--- config.mk ---
export PLATFORM = sky130hd
export DESIGN_NAME = siso_shift_ctrl_flat
export DESIGN_NICKNAME = d
export VERILOG_FILES = /design/src/rtl/siso_shift_ctrl_pkg.sv /design/src/rtl/siso_shift_ctrl_if.sv /design/src/rtl/siso_shift_ctrl.sv /design/src/flat_wrapper.sv
export SDC_FILE = /design/constraint.sdc
export NUM_CORES = 1
export LEC_CHECK = 0
export ABC_AREA = 0
export BUFFER_PORTS_ARGS = -buffer_cell sky130_fd_sc_hd__buf_2
export CORE_MARGIN = 5
export CORE_UTILIZATION = 35
export DETAILED_ROUTE_END_ITERATION = 8
export PLACE_DENSITY = 0.64
export SLEW_MARGIN = 20
export SYNTH_ARGS = -nofsm -noshare
export SYNTH_HDL_FRONTEND = slang
export SYNTH_SLANG_ARGS = --single-unit
--- constraint.sdc ---
create_clock -name clk -period 2 [get_ports clk]
set_input_delay 0.1 -clock clk [delete_from_list [all_inputs] [get_ports clk]]
set_output_delay 0.1 -clock clk [all_outputs]
set_load 0.05 [all_outputs]
--- src/rtl/siso_shift_ctrl_pkg.sv ---
// Shared definitions for the SISO shift-register transaction controller:
// FSM state type, default geometry and the transaction counter width.
package siso_ctrl_pkg;

    localparam int DEF_WIDTH = 8;
    localparam int DEF_DEPTH = 4;

    typedef enum logic [1:0] {
        IDLE  = 2'd0,
        SHIFT = 2'd1,
        DRAIN = 2'd2,
        DONE  = 2'd3
    } siso_ctrl_state_t;

    // The counter must reach WIDTH+DEPTH without wrapping.
    function automatic int cnt_width(input int width, input int depth);
        return $clog2(width + depth + 1);
    endfunction

endpackage

--- src/rtl/siso_shift_ctrl_if.sv ---
// Bundles the parallel handshakes and the serial link to the external SISO
// register. The err signal exists only when SISO_CTRL_CHECK_EN is defined.
//
// Handshake rule (both parallel channels): a word moves on a rising edge where
// valid && ready are both high; a producer holding valid keeps its data
// stable, and ready never depends combinationally on valid.
interface siso_shift_ctrl_if
    import siso_ctrl_pkg::*;
    #(parameter int WIDTH = DEF_WIDTH);

    logic             in_valid;
    logic             in_ready;
    logic [WIDTH-1:0] in_data;
    logic             si;
    logic             shift_en;
    logic             q;
    logic             out_valid;
    logic             out_ready;
    logic [WIDTH-1:0] out_data;
`ifdef SISO_CTRL_CHECK_EN
    logic             err;
`endif

    // Controller side.
    modport master (
        input  in_valid, in_data, q, out_ready,
`ifdef SISO_CTRL_CHECK_EN
        output err,
`endif
        output in_ready, si, shift_en, out_valid, out_data
    );

    // Environment side: word source, word sink and the SISO register.
    modport slave (
        output in_valid, in_data, q, out_ready,
`ifdef SISO_CTRL_CHECK_EN
        input  err,
`endif
        input  in_ready, si, shift_en, out_valid, out_data
    );

endinterface

--- src/rtl/siso_shift_ctrl.sv ---
// Transaction controller for a DEPTH-stage serial-in/serial-out register.
// Accepts a parallel word, shifts it out MSB-first on si with shift_en high,
// keeps shifting zeros for DEPTH more edges to drain the register, and
// reassembles the returning q bits into out_data.
// Optional loopback self-check: define SISO_CTRL_CHECK_EN to get the err
// output, which flags a returned word that differs from the one sent.
module siso_shift_ctrl
    import siso_ctrl_pkg::*;
    #(
        parameter int WIDTH = DEF_WIDTH,
        parameter int DEPTH = DEF_DEPTH
    )
    (
        input  logic                clk,
        input  logic                rst,
        siso_shift_ctrl_if.master   bus,
        output siso_ctrl_state_t    dbg_state_o
    );

    localparam int CW = cnt_width(WIDTH, DEPTH);

    // cnt holds the number of enabled edges already taken in this
    // transaction, so before enabled edge k it reads k-1.
    localparam logic [CW-1:0] LAST_SHIFT = CW'(WIDTH - 1);
    localparam logic [CW-1:0] LAST_EDGE  = CW'(WIDTH + DEPTH - 1);
    // Edges 1..DEPTH only flush stale register contents; capture starts at
    // edge DEPTH+1, when the first sent bit arrives on q.
    localparam logic [CW-1:0] FIRST_CAP  = CW'(DEPTH);

    siso_ctrl_state_t state_q, state_d;
    logic [CW-1:0]    cnt_q, cnt_d;
    logic [WIDTH-1:0] tx_q, tx_d;
    logic [WIDTH-1:0] rx_q, rx_d;
    logic             capture;
`ifdef SISO_CTRL_CHECK_EN
    logic [WIDTH-1:0] exp_q, exp_d;
    logic             err_q, err_d;
`endif

    // State register.
    always_ff @(posedge clk) begin
        if (rst) begin
            state_q <= IDLE;
        end else begin
            state_q <= state_d;
        end
    end

    // Counter, transmit/receive shift registers and the optional checker.
    always_ff @(posedge clk) begin
        if (rst) begin
            cnt_q <= '0;
            tx_q  <= '0;
            rx_q  <= '0;
`ifdef SISO_CTRL_CHECK_EN
            exp_q <= '0;
            err_q <= 1'b0;
`endif
        end else begin
            cnt_q <= cnt_d;
            tx_q  <= tx_d;
            rx_q  <= rx_d;
`ifdef SISO_CTRL_CHECK_EN
            exp_q <= exp_d;
            err_q <= err_d;
`endif
        end
    end

    // Next-state and datapath decode.
    always_comb begin
        state_d = state_q;
        cnt_d   = cnt_q;
        tx_d    = tx_q;
        rx_d    = rx_q;
`ifdef SISO_CTRL_CHECK_EN
        exp_d   = exp_q;
        err_d   = err_q;
`endif
        capture = (state_q == SHIFT || state_q == DRAIN) && (cnt_q >= FIRST_CAP);

        // Capture may already begin in SHIFT when DEPTH < WIDTH.
        if (capture) begin
            rx_d = WIDTH'({rx_q, bus.q});
        end

        case (state_q)
            IDLE: begin
                if (bus.in_valid) begin
                    tx_d    = bus.in_data;
                    cnt_d   = '0;
                    state_d = SHIFT;
`ifdef SISO_CTRL_CHECK_EN
                    exp_d   = bus.in_data;
`endif
                end
            end
            SHIFT: begin
                tx_d  = tx_q << 1;
                cnt_d = cnt_q + CW'(1);
                if (cnt_q == LAST_SHIFT) begin
                    state_d = DRAIN;
                end
            end
            DRAIN: begin
                cnt_d = cnt_q + CW'(1);
                if (cnt_q == LAST_EDGE) begin
                    state_d = DONE;
`ifdef SISO_CTRL_CHECK_EN
                    // Compare the final captured word, not the stale rx_q.
                    err_d   = (rx_d != exp_q);
`endif
                end
            end
            DONE: begin
                if (bus.out_ready) begin
                    state_d = IDLE;
`ifdef SISO_CTRL_CHECK_EN
                    err_d   = 1'b0;
`endif
                end
            end
            default: begin
                state_d = IDLE;
            end
        endcase
    end

    // Outputs decoded from registered state only.
    always_comb begin
        bus.in_ready  = (state_q == IDLE);
        bus.shift_en  = (state_q == SHIFT) || (state_q == DRAIN);
        bus.si        = (state_q == SHIFT) ? tx_q[WIDTH-1] : 1'b0;
        bus.out_valid = (state_q == DONE);
        bus.out_data  = (state_q == DONE) ? rx_q : '0;
`ifdef SISO_CTRL_CHECK_EN
        bus.err       = err_q;
`endif
    end

    assign dbg_state_o = state_q;

endmodule

--- src/flat_wrapper.sv ---
// flat-port wrapper written by rule: the top's interface ports become plain ports
module siso_shift_ctrl_flat import siso_ctrl_pkg::*;
#(
        parameter int WIDTH = DEF_WIDTH,
        parameter int DEPTH = DEF_DEPTH
    )
  (clk, rst, dbg_state_o, bus_in_valid, bus_in_data, bus_q, bus_out_ready, bus_in_ready, bus_si, bus_shift_en, bus_out_valid, bus_out_data);
  siso_shift_ctrl_if #(.WIDTH(WIDTH)) bus_i ();
  input  logic clk;
  input  logic rst;
  output siso_ctrl_state_t dbg_state_o;
  input wire logic [$bits(bus_i.in_valid)-1:0] bus_in_valid;
  input wire logic [$bits(bus_i.in_data)-1:0] bus_in_data;
  input wire logic [$bits(bus_i.q)-1:0] bus_q;
  input wire logic [$bits(bus_i.out_ready)-1:0] bus_out_ready;
  output wire logic [$bits(bus_i.in_ready)-1:0] bus_in_ready;
  output wire logic [$bits(bus_i.si)-1:0] bus_si;
  output wire logic [$bits(bus_i.shift_en)-1:0] bus_shift_en;
  output wire logic [$bits(bus_i.out_valid)-1:0] bus_out_valid;
  output wire logic [$bits(bus_i.out_data)-1:0] bus_out_data;
  assign bus_i.in_valid = bus_in_valid;
  assign bus_i.in_data = bus_in_data;
  assign bus_i.q = bus_q;
  assign bus_i.out_ready = bus_out_ready;
  assign bus_in_ready = bus_i.in_ready;
  assign bus_si = bus_i.si;
  assign bus_shift_en = bus_i.shift_en;
  assign bus_out_valid = bus_i.out_valid;
  assign bus_out_data = bus_i.out_data;
  siso_shift_ctrl #(.WIDTH(WIDTH), .DEPTH(DEPTH)) u_core (.clk(clk), .rst(rst), .bus(bus_i), .dbg_state_o(dbg_state_o));
endmodule
==> After elaboration in Yosys (flattened, before gate mapping) <==
Index checks and enable logic that the tools add are counted.
{ "word_totals": {"regBits": 22, "input_bits": 13, "output_inout_bits": 14} }
{ "classes": {"magnitude_cmp": 1, "addsub": 1, "eq_ne": 9, "n_reduce_logical": 9, "n_mux": 11} }
{ "ops": {"columns": ["op", "count"], "rows": [
  ["$mux W8", 2],
  ["$pmux W8 S2", 1],
  ["$mux W2", 4],
  ["$pmux W2 S4", 1],
  ["$pmux W4 S2", 1],
  ["$add A4 B1 Y4 const B", 1],
  ["$eq A2 B2 Y1 const B", 2],
  ["$eq A4 B3 Y1 const B", 1],
  ["$eq A4 B4 Y1 const B", 1],
  ["$ge A4 B3 Y1 const B", 1],
  ["$mux W4", 1],
  ["$ne A2 B1 Y1 const B", 2],
  ["$ne A2 B2 Y1 const B", 2],
  ["$reduce_and A2 Y1", 2],
  ["$reduce_and A4 Y1", 1],
  ["$reduce_bool A2 Y1", 2],
  ["$eq A2 B1 Y1 const B", 1],
  ["$logic_not A2 Y1", 1],
  ["$reduce_or A2 Y1", 1],
  ["$logic_and A1 B1 Y1", 1],
  ["$logic_or A1 B1 Y1", 1],
  ["$mux W1", 1]
]} }

==> Depth between registers and ports, before layout <==
{ "depth": {"word_depth": 4, "ltp_mapped": 7, "mapped_depth_nobuf": 6} }

==> Worst setup path after synthesis <==
Ideal clock, no wire load.
{ "synth_timing": {"path_type": "reg2reg", "startpoint": "register u_core.state_q[0] (netlist: u_core.dbg_state_o[0])", "endpoint": "register u_core.tx_q[4]", "required_time_ns": 1.920, "path_slack_ns": -0.117, "setup_time_ns": 0.080, "stages_incl_launch_ff": 8, "t_arrival_ns": 2.037, "path_cell_list": "dfxtp_1 -> inv_1 -> ha_1 -> and2b_4 -> nor2_8 -> buf_6 -> nor2_2 -> a211oi_2"} }
{ "synth_between": {"elab_chain_cells": 3} }
{ "synth_rtl": {"columns": ["element", "line_no", "text"], "rows": [
  ["start: declaration", "siso_shift_ctrl.sv:30", "siso_ctrl_state_t state_q, state_d;"],
  ["start signal: assignment", "siso_shift_ctrl.sv:45", "state_q <= state_d;"],
  ["$logic_not A2 Y1 (*)", null, null],
  ["net bus_in_ready", "flat_wrapper.sv:16", "output wire logic [$bits(bus_i.in_ready)-1:0] bus_in_ready;"],
  ["$ne A2 B2 Y1 (no line) / $reduce_bool A2 Y1 (equally long branches)", null, null],
  ["$reduce_and A2 Y1 (no line)", null, null],
  ["end signal: assignment", "siso_shift_ctrl.sv:61", "tx_q <= tx_d;"],
  ["end: declaration", "siso_shift_ctrl.sv:32", "logic [WIDTH-1:0] tx_q, tx_d;"]
]} }
Mark *: on every way through the listed nets, which the timed path passes. The rest lies on a longest branch.
A chain may end at the register's enable or synchronous reset.

==> Worst setup path in the final report <==
{ "layout_timing": {"startpoint": "register u_core.state_q[1] (netlist: u_core.dbg_state_o[1])", "endpoint": "output port bus_si"} }
{ "layout_between": {"elab_chain_cells": 2} }
{ "layout_rtl": {"columns": ["element", "line_no", "text"], "rows": [
  ["$eq A2 B1 Y1", "siso_shift_ctrl.sv:133", "bus.si = (state_q == SHIFT) ? tx_q[WIDTH-1] : 1'b0;"],
  ["$mux W1", "siso_shift_ctrl.sv:133", null],
  ["end: declaration", "flat_wrapper.sv:17", "output wire logic [$bits(bus_i.si)-1:0] bus_si;"]
]} }
Every way passes these cells.

==> run summary <==
Max VDD drop - 0.521 mV
share of layout cells above drive strength 1 - 33.6%
maximum level of the CTS H-tree - 1
CTS Root Cell - clkbuf_4
Vias - 909
post-cts sizing count - 0
core area - 3080 sq um
reported net switching power - 859 uW
worst hold path type - input port to flip-flop
Hold Vio Cnt, Final - 0
Yosys warning count - 0
Avg WL per Cell - 12.1 um
static leakage - 0.617 nW
die height - 67.1 um
crit end category - output port
count leader, synth - dfxtp_1
Die ar. - 4500 sq um
ranking of synthesized cells by area - dfxtp_1 (39%), mux2i_1 (13%), a211oi_2 (7.7%)
Skew-Pair Late Insertion Delay - 0.31 ns
number of global-route vias before repair - 896
Post-synth top cells - dfxtp_1 (22), mux2i_1 (15), nor2_1 (14)
post-place instance area - 1310 sq um
DRC Markers - 0
Power Density - 1380 nW/um^2
drt initial violations - 22
Final TNS setup - 0 ns
CP arrival - 1.55 ns
FILL cells - 325
number of enable flip-flop cells after synthesis - 0
Distinct cells, synth - 33
# clock sinks - 22
post-synthesis sequential area ratio - 38.6%
Max clock buf depth - 2
CTS tree - yes
initial antenna violation count - 0
pin count of the biggest net entering global routing - 23
status - finished clean
clock power share - 13.1%
Via density - 4.86
post-route cell area - 1350 sq um
routability cong. - 0.808
total power draw - 1.86 mW
layout net count - 162
switching share of power - 46.2%
endpoints failing setup - 0
Syn Area/Cell - 9.83 sq um
Mapped Nets - 134
post-synth top area cell - dfxtp_1
length of the first detailed-routing pass in iterations - 3
Num CTS Buffers - 3
final wirelength - 2.26 mm
power share of the sequential group - 33.7%
Clock transition at path regs - 0.12 ns
Total Routing Usage GR - 10.4%
CP Launch Type - flip-flop
Initial Util - 37.0%
Routed Antenna Nets - 0
dominant synthesized flop cell - dfxtp_1
worst hold margin - 0.0257 ns
Slew Viols, Final - 0
max_slew headroom - 68.2%
row cnt - 20
Post-CTS Setup Repair Bufs - 0
Post-CTS Hold Buffers - 0
Final Core Density - 43.8%
Comb pwr share - 53.2%
Final Cycle Share - 82.7%
worst-margin pin slew - 0.477 ns
Die W - 67.1 um
# Max-Cap Violations - 0
io pins - 27
RSZ-0062 raised after global routing - false
Setup Skew - 0.00648 ns
CP max FO - 9
Congestion Overflow GR - 0
top cell type's share of synthesized area - 38.6%
antenna fix cells - 0
fmax - 0.605 GHz
input/output buffers - 26
Internal - 1.00 mW
post-synthesis register bit count - 22
worst setup path category - flip-flop to output port
Async SR Flop Fraction - 0%
Final HPWL DP - 1.70 mm
Worst Path Required - 1.90 ns
first-pass GRT wire length - 3.63 mm
Layout area overhead - 18.2%
Syn Inst Count - 116
Tmin final - 1.65 ns
Cell Area, Synth - 1140 sq um
critical path: stages, from the launching register on:
cell	delay, ns
dfxtp_2	0.36
inv_1	0.09
ha_1	0.19
buf_4	0.20
and2_1	0.14
buf_2	0.25
cell families after synthesis:
group / Yosys count / synth area share (%)
simple gates: 45 / 23.3
compound gates: 22 / 16.4
flops: 22 / 38.6
mux: 15 / 13.2
buf+inv: 7 / 3.07
fa+ha+maj: 5 / 5.49
layout make-up:
class	count	area, sq um	share of cell area (%)
clock buffers	4	36.3	2.69
inverters	3	11.3	0.836
multi-input cells	87	664	49.3
flip-flops and latches	22	443	32.9
well taps	44	55.1	4.09
repair buffers	27	138	10.2
metal layers:
| metal | GRT usage (%) | wire length [um] | up-vias |
|---|---|---|---|
| li1 | - | - | 459 |
| met1 | 11.1 | 1020 | 422 |
| met2 | 19.1 | 1050 | 26 |
| met3 | 4.38 | 181 | 2 |
| met4 | 1.52 | 6 | 0 |
| met5 | 0 | 0 | - |
metrics by stage:
stage	setup slack, ns	std cells
after floorplan	0.0889	116
after global placement	0.527	183
after detailed placement	0.436	183
after CTS	0.309	187
after global routing	0.225	187
final	0.347	187
placed cells by master, fill, tap and decap left out, types with 2 or more instances in the layout:
master | Yosys | layout
buf_2 | 1 | 26
dfxtp_1 | 22 | 20
mux2i_1 | 15 | 15
nor2_1 | 14 | 14
and2_1 | 10 | 10
a211oi_2 | 7 | 7
a21oi_1 | 5 | 5
nand2_1 | 5 | 5
ha_1 | 5 | 5
inv_1 | 3 | 3
nor2_2 | 3 | 3
o21ai_0 | 3 | 3
clkbuf_4 | 0 | 3
o21ai_1 | 2 | 2
nand3b_1 | 2 | 2
dfxtp_2 | 0 | 2
power by group through the flow:
stage / Sequential (mW) / Combinational (mW) / Clock, mW
5_1_grt: 0.644 / 1.08 / 0.275
6_report: 0.627 / 0.991 / 0.245
3_3_place_gp: 0.631 / 0.978 / 0
3_5_place_dp: 0.638 / 1.01 / 0
4_1_cts: 0.628 / 1.01 / 0.262
2_1_floorplan: 0.681 / 0.804 / 0
path summary, 6_finish.rpt:
check / endpoint / slack (ns) / start / depth (start not counted)
worst min register to register: u_core.tx_q[0] / 0.49 / u_core.tx_q[0] / 2
worst min-delay path: u_core.rx_q[0] / 0.03 / bus_q / 3
worst max register to register: u_core.tx_q[2] / 0.43 / u_core.dbg_state_o[0] / 6
worst max-delay path: bus_si / 0.35 / u_core.dbg_state_o[1] / 5
state kept, by name, indices dropped and copies added, names as in the netlist:
| register | cells |
|---|---|
| u_core.rx_q | 8 |
| u_core.dbg_state_o | 2 |
| u_core.tx_q | 8 |
| u_core.cnt_q | 4 |
(Power assumes the default switching activity.)
